$ cat src/rtl/fir_pkg.sv
// Shared widths and saturation helper for the FIR output path.
package fir_pkg;

  localparam int IN_W_DEF  = 32;
  localparam int OUT_W_DEF = 16;

  localparam logic signed [OUT_W_DEF-1:0] OUT_MAX = {1'b0, {(OUT_W_DEF-1){1'b1}}};
  localparam logic signed [OUT_W_DEF-1:0] OUT_MIN = {1'b1, {(OUT_W_DEF-1){1'b0}}};

  // Clamp a signed value into the range of a signed 'width'-bit number.
  // The result stays 64 bits wide so callers can both compare it against
  // the unclamped value and truncate it to their own output width.
  function automatic logic signed [63:0] saturate(input logic signed [63:0] value,
                                                  input int unsigned       width);
    logic signed [63:0] max_v;
    logic signed [63:0] min_v;
    max_v = (64'sd1 <<< (width - 1)) - 64'sd1;
    min_v = -(64'sd1 <<< (width - 1));
    if (value > max_v) begin
      return max_v;
    end else if (value < min_v) begin
      return min_v;
    end else begin
      return value;
    end
  endfunction

endpackage

$ cat src/rtl/fir_decim_out_buffer_sync_fifo.sv
// First-word-fall-through FIFO; a push into a full FIFO is accepted only
// when a pop frees the head slot in the same cycle.
module sync_fifo #(
  parameter int WIDTH = 16,
  parameter int DEPTH = 8
) (
  input  logic                     clk,
  input  logic                     reset,
  input  logic                     push,
  input  logic                     pop,
  input  logic [WIDTH-1:0]         din,
  output logic [WIDTH-1:0]         dout,
  output logic [$clog2(DEPTH):0]   count,
  output logic                     full,
  output logic                     empty
);

  localparam int AW = $clog2(DEPTH);

  logic [WIDTH-1:0] mem [DEPTH];
  logic [AW-1:0]    wr_ptr;
  logic [AW-1:0]    rd_ptr;
  logic             push_ok;
  logic             pop_ok;

  assign full    = (count == ($clog2(DEPTH)+1)'(DEPTH));
  assign empty   = (count == '0);
  assign pop_ok  = pop && !empty;
  assign push_ok = push && (!full || pop_ok);

  // Empty FIFO presents zero so the output never shows stale or unknown data.
  assign dout = empty ? '0 : mem[rd_ptr];

  // Storage write; when full with a pop, the write lands in the slot being freed.
  always_ff @(posedge clk) begin
    if (push_ok) begin
      mem[wr_ptr] <= din;
    end
  end

  // Pointer and occupancy bookkeeping; pointers wrap naturally at DEPTH.
  always_ff @(posedge clk or posedge reset) begin
    if (reset) begin
      wr_ptr <= '0;
      rd_ptr <= '0;
      count  <= '0;
    end else begin
      if (push_ok) begin
        wr_ptr <= wr_ptr + 1'b1;
      end
      if (pop_ok) begin
        rd_ptr <= rd_ptr + 1'b1;
      end
      case ({push_ok, pop_ok})
        2'b10:   count <= count + 1'b1;
        2'b01:   count <= count - 1'b1;
        default: count <= count;
      endcase
    end
  end

endmodule

$ cat src/rtl/fir_decim_out_buffer.sv
// FIR output conditioning: drops pipeline warm-up samples, decimates,
// rounds/shifts/saturates to OUT_W and buffers results for a valid/ready sink.
module fir_decim_out_buffer
  import fir_pkg::*;
#(
  parameter int IN_W   = IN_W_DEF,
  parameter int OUT_W  = OUT_W_DEF,
  parameter int DECIM  = 4,
  parameter int SHIFT  = 4,
  parameter int WARMUP = 8,
  parameter int DEPTH  = 8
) (
  input  logic                   clk,
  input  logic                   reset,
  input  logic [IN_W-1:0]        y_in,
  input  logic                   in_valid,
  output logic [OUT_W-1:0]       out_data,
  output logic                   out_valid,
  input  logic                   out_ready,
  output logic [$clog2(DEPTH):0] level,
  output logic                   sat_flag,
  output logic                   overflow,
  input  logic                   clr_flags
);

  localparam int WW      = (WARMUP > 0) ? $clog2(WARMUP + 1) : 1;
  localparam int PW      = (DECIM > 1) ? $clog2(DECIM) : 1;
  localparam int BIAS_SH = (SHIFT > 0) ? SHIFT - 1 : 0;
  localparam logic [IN_W:0] BIAS = (SHIFT > 0) ? ((IN_W+1)'(1) << BIAS_SH) : '0;

  logic [WW-1:0]          warm_cnt;
  logic [PW-1:0]          phase;
  logic                   warm_done;
  logic                   keep;
  logic signed [IN_W:0]   sum;
  logic signed [IN_W:0]   t;
  logic signed [63:0]     t_wide;
  logic signed [63:0]     clamped;
  logic                   clamp_hit;
  logic                   s1_valid;
  logic [OUT_W-1:0]       s1_data;
  logic                   pop;
  logic                   fifo_full;
  logic                   fifo_empty;
  logic                   ovf_event;

  assign warm_done = (warm_cnt >= WW'(WARMUP));
  assign keep      = in_valid && warm_done && (phase == '0);

  // Round-half-up scaling in one extra bit of headroom, then clamp to OUT_W.
  always_comb begin
    sum       = $signed({y_in[IN_W-1], y_in}) + $signed(BIAS);
    t         = sum >>> SHIFT;
    t_wide    = t;
    clamped   = saturate(t_wide, OUT_W);
    clamp_hit = (clamped != t_wide);
  end

  // Warm-up discard then decimation phase; both hold while in_valid is low.
  always_ff @(posedge clk or posedge reset) begin
    if (reset) begin
      warm_cnt <= '0;
      phase    <= '0;
    end else if (in_valid) begin
      if (!warm_done) begin
        warm_cnt <= warm_cnt + 1'b1;
      end else if (phase == PW'(DECIM - 1)) begin
        phase <= '0;
      end else begin
        phase <= phase + 1'b1;
      end
    end
  end

  // Stage-1 register holding the scaled sample headed for the FIFO.
  always_ff @(posedge clk or posedge reset) begin
    if (reset) begin
      s1_valid <= 1'b0;
      s1_data  <= '0;
    end else begin
      s1_valid <= keep;
      if (keep) begin
        s1_data <= OUT_W'(clamped);
      end
    end
  end

  assign out_valid = !fifo_empty;
  assign pop       = out_valid && out_ready;
  assign ovf_event = s1_valid && fifo_full && !pop;

  // Sticky status flags; a new event in the clearing cycle keeps the flag set.
  always_ff @(posedge clk or posedge reset) begin
    if (reset) begin
      sat_flag <= 1'b0;
      overflow <= 1'b0;
    end else begin
      sat_flag <= (sat_flag && !clr_flags) || (keep && clamp_hit);
      overflow <= (overflow && !clr_flags) || ovf_event;
    end
  end

  sync_fifo #(
    .WIDTH (OUT_W),
    .DEPTH (DEPTH)
  ) u_fifo (
    .clk   (clk),
    .reset (reset),
    .push  (s1_valid),
    .pop   (pop),
    .din   (s1_data),
    .dout  (out_data),
    .count (level),
    .full  (fifo_full),
    .empty (fifo_empty)
  );

endmodule
$ cat config.mk
export PLATFORM = sky130hd
export DESIGN_NAME = fir_decim_out_buffer
export DESIGN_NICKNAME = d
export VERILOG_FILES = /design/src/rtl/fir_pkg.sv /design/src/rtl/fir_decim_out_buffer_sync_fifo.sv /design/src/rtl/fir_decim_out_buffer.sv
export SDC_FILE = /design/constraint.sdc
export NUM_CORES = 1
export LEC_CHECK = 0
export BUFFER_PORTS_ARGS = -buffer_cell sky130_fd_sc_hd__clkbuf_2
export CORE_ASPECT_RATIO = 1.25
export CORE_MARGIN = 2
export CORE_UTILIZATION = 64
export DETAILED_ROUTE_END_ITERATION = 6
export PLACE_DENSITY = 0.84
export REMOVE_ABC_BUFFERS = 1
export SYNTH_ARGS = -nofsm -noshare
export SYNTH_HDL_FRONTEND = slang
export SYNTH_SLANG_ARGS = --single-unit
$ cat constraint.sdc
create_clock -name clk -period 5.2 [get_ports clk]
set_input_delay 0.26 -clock clk [delete_from_list [all_inputs] [get_ports clk]]
set_output_delay 0.26 -clock clk [all_outputs]
set_load 0.01 [all_outputs]
==> results.ini <==
[outcome]
status=finished clean

[routing]
drt-total-wl_mm=15.5
drt_iter0_drc=373
met3WireLength_um=774
wire_per_inst_um=21.8
routed-wl-met2_mm=8.05
viasPerCell=6.42
top_layer_used=met4
drc_errors=0
drt-pass1-iter-count=5
vias=4561
wl_met1_mm=6.18
final_antenna_net_count=0

[synthesis]
synthTopCellsByCount=edfxtp_1 (128), nand2_1 (42), dfrtp_1 (35)
yosysMostFrequentCell=edfxtp_1
synth-seq-cells=163
synth_area_leaders=edfxtp_1 (52%), dfrtp_1 (12%), mux4_2 (9.8%)
synth_edf_count=128
ys.flop_type=edfxtp_1
seq_area_frac_synth_pct=64.2
synth_top_cell_by_area=edfxtp_1
synth_top_area_share_pct=52.3
synth_cells=495
synthesis.area_um2=7350
yosysWarnings=0
syn_area_per_cell_um2=14.8
ys_types=54
async_flop_share_pct=21.5

[cts]
clockBufferDepth=2
numCtsBuffers=17
cts_root_buffer=clkbuf_16
cts_hold_buf=1
cts_tree=yes
cts_sinks=163
clkLatencyLatePin_ps=420
cts.htree.levels=4
postCtsSetupBuffers=0
cts.clk_slew.worst_paths_ps=60
postCtsResizedCells=0

[setup_path]
crit_arrival_ps=3170
critPathCaptureType=register
reg2reg_depth=10
path_max_fanout=14
critPathLaunchType=input port
crit_type=in2reg
cp.required_ps=5500

[cells_and_area]
multi_input_area_um2=2500
antenna_cells=0
seqCellArea_um2=4720
fill_cells=643
stdcell_count=710
finish.net_count=611
post-route-util_pct=76.0
syn2layout_area_growth_pct=15.2
drive_gt1_share_pct=24.2

[worst_hold_path]
min_path_type=in2reg
whs_path_depth=2

[global_routing]
grt_pass1_vias=4597
track_usage_pct=27.2
antenna_found_initial=0
grt_overflow=0
grt_pass1_wl_mm=24.6
grt_max_degree=36

[power_and_ir_drop]
power_frac_seq_pct=44.4
p_clk_share_pct=28.7
leakagePower_nw=3.07
pwr-share-comb_pct=26.9
switching_share_pct=30.8
irDropWorstVdd_mv=0.371
powerDensity_nw_per_um2=550
internal_power_w=0.00322
p_sw_w=0.00143

[place]
gp_congestion=0.928
dpl.hpwl_mm=9.82
placedCellCount=677
port_buffers=56

[sta]
max_freq_ghz=0.349
max_slew.worst_pin.slew_ps=1110
setup_violations=0
period_minus_slack_ps=2870
fin_crit_sh_pct=55.1
finalHoldViolations=0
rsz0062_at_grt=no
fin_setup_tns_ps=0
clock_skew_ps=8.65
slew_viol_final=0
slew_headroom_pct=26.3

[die]
fp-row-count=43
die_h_um=124
io_pins=60
die_w_um=99.8
core_area_um2=11100
fp.dieArea_um2=12400
floorplan.initialDensity_pct=66.0

[job]
drv_cap=0

-- state kept, by name, summed over array words and instances (netlist names) --
name           cells
phase              2
sat_flag           1
warm_cnt           4
u_fifo.rd_ptr      3
s1_data           16
u_fifo.wr_ptr      3
overflow           1
u_fifo.mem       128
u_fifo.count       4
s1_valid           1
-- critical path: stages --
cell and delay (ps):
clkbuf_2 120, ha_1 250, nand4_1 290, nor4_1 570, xnor2_1 230, nor2_1 190, nand4_1 110, ha_1 360
nand2b_1 420, o221a_2 360
-- routing by layer --
metal  track usage (%)  up-vias
li1                  -     2057
met1              34.5     2266
met4              13.0        0
met3              5.16       34
met2              45.8      204
met5                 0        -
-- power by group through the flow --
stage	Combinational, W	Clock [W]	Sequential [W]
5_1_grt	0.00139	0.00140	0.00210
3_3_place_gp	0.00120	0	0.00204
6_report	0.00125	0.00134	0.00206
4_1_cts	0.00128	0.00135	0.00206
2_1_floorplan	0.000800	0	0.00206
3_5_place_dp	0.00126	0	0.00208
-- logic make-up after synthesis --
kind of cell | synth area share, %
adders and majority gates | 2.15
muxes | 12.6
DFF | 64.2
AOI/OAI and AO/OA | 5.14
xor gates and xnor gates | 3.34
and+or+nand+nor | 10.4
buffers and inverters | 2.15
-- final cells by class --
| type | count | share of cell area [%] |
|---|---|---|
| clock buffers | 17 | 5.03 |
| clock inverters | 15 | 2.50 |
| inverters | 19 | 0.843 |
| multi-input cells | 294 | 29.5 |
| flip-flops and latches | 163 | 55.8 |
| well taps | 135 | 2.00 |
| repair buffers | 67 | 4.32 |
-- stage by stage --
stage / instance area (µm²) / setup WS [ps] / power (W) / hold WS [ps]
6_report: 8460 / 2330 / 0.00465 / 83.5
5_1_grt: 8460 / 2120 / 0.00489 / 83.9
4_1_cts: 8460 / 2370 / 0.00469 / 64.5
3_5_place_dp: 7820 / 1960 / 0.00333 / 371
3_3_place_gp: 7820 / 2030 / 0.00324 / 353
2_1_floorplan: 7260 / 1700 / 0.00286 / 368
-- placed cells by master, fill, tap and decap left out, types with 10 or more instances in the layout --
cell and instances:
nor2_1 33, clkbuf_2 56, o21ai_0 10, dfrtp_1 34, clkbuf_16 17, xor2_1 11
nand4_1 16, buf_4 10, mux4_2 32, xnor2_1 17, nor3_1 10, o211ai_1 13
mux2i_1 17, nand2_1 42, inv_1 19, ha_1 11, edfxtp_1 128
-- final timing paths --
kind | slack, ps | startpoint | endpoint
worst max register to register | 2640 | u_fifo.count[0] | u_fifo.count[3]
worst min-delay path | 80 | clr_flags | overflow
min in group asynchronous | 480 | reset | warm_cnt[1]
max in group asynchronous | 4380 | reset | u_fifo.rd_ptr[0]
worst min register to register | 480 | warm_cnt[2] | warm_cnt[2]
worst max-delay path | 2330 | y_in[3] | s1_data[15]
Note: power is estimated with default switching activity, not from simulation.
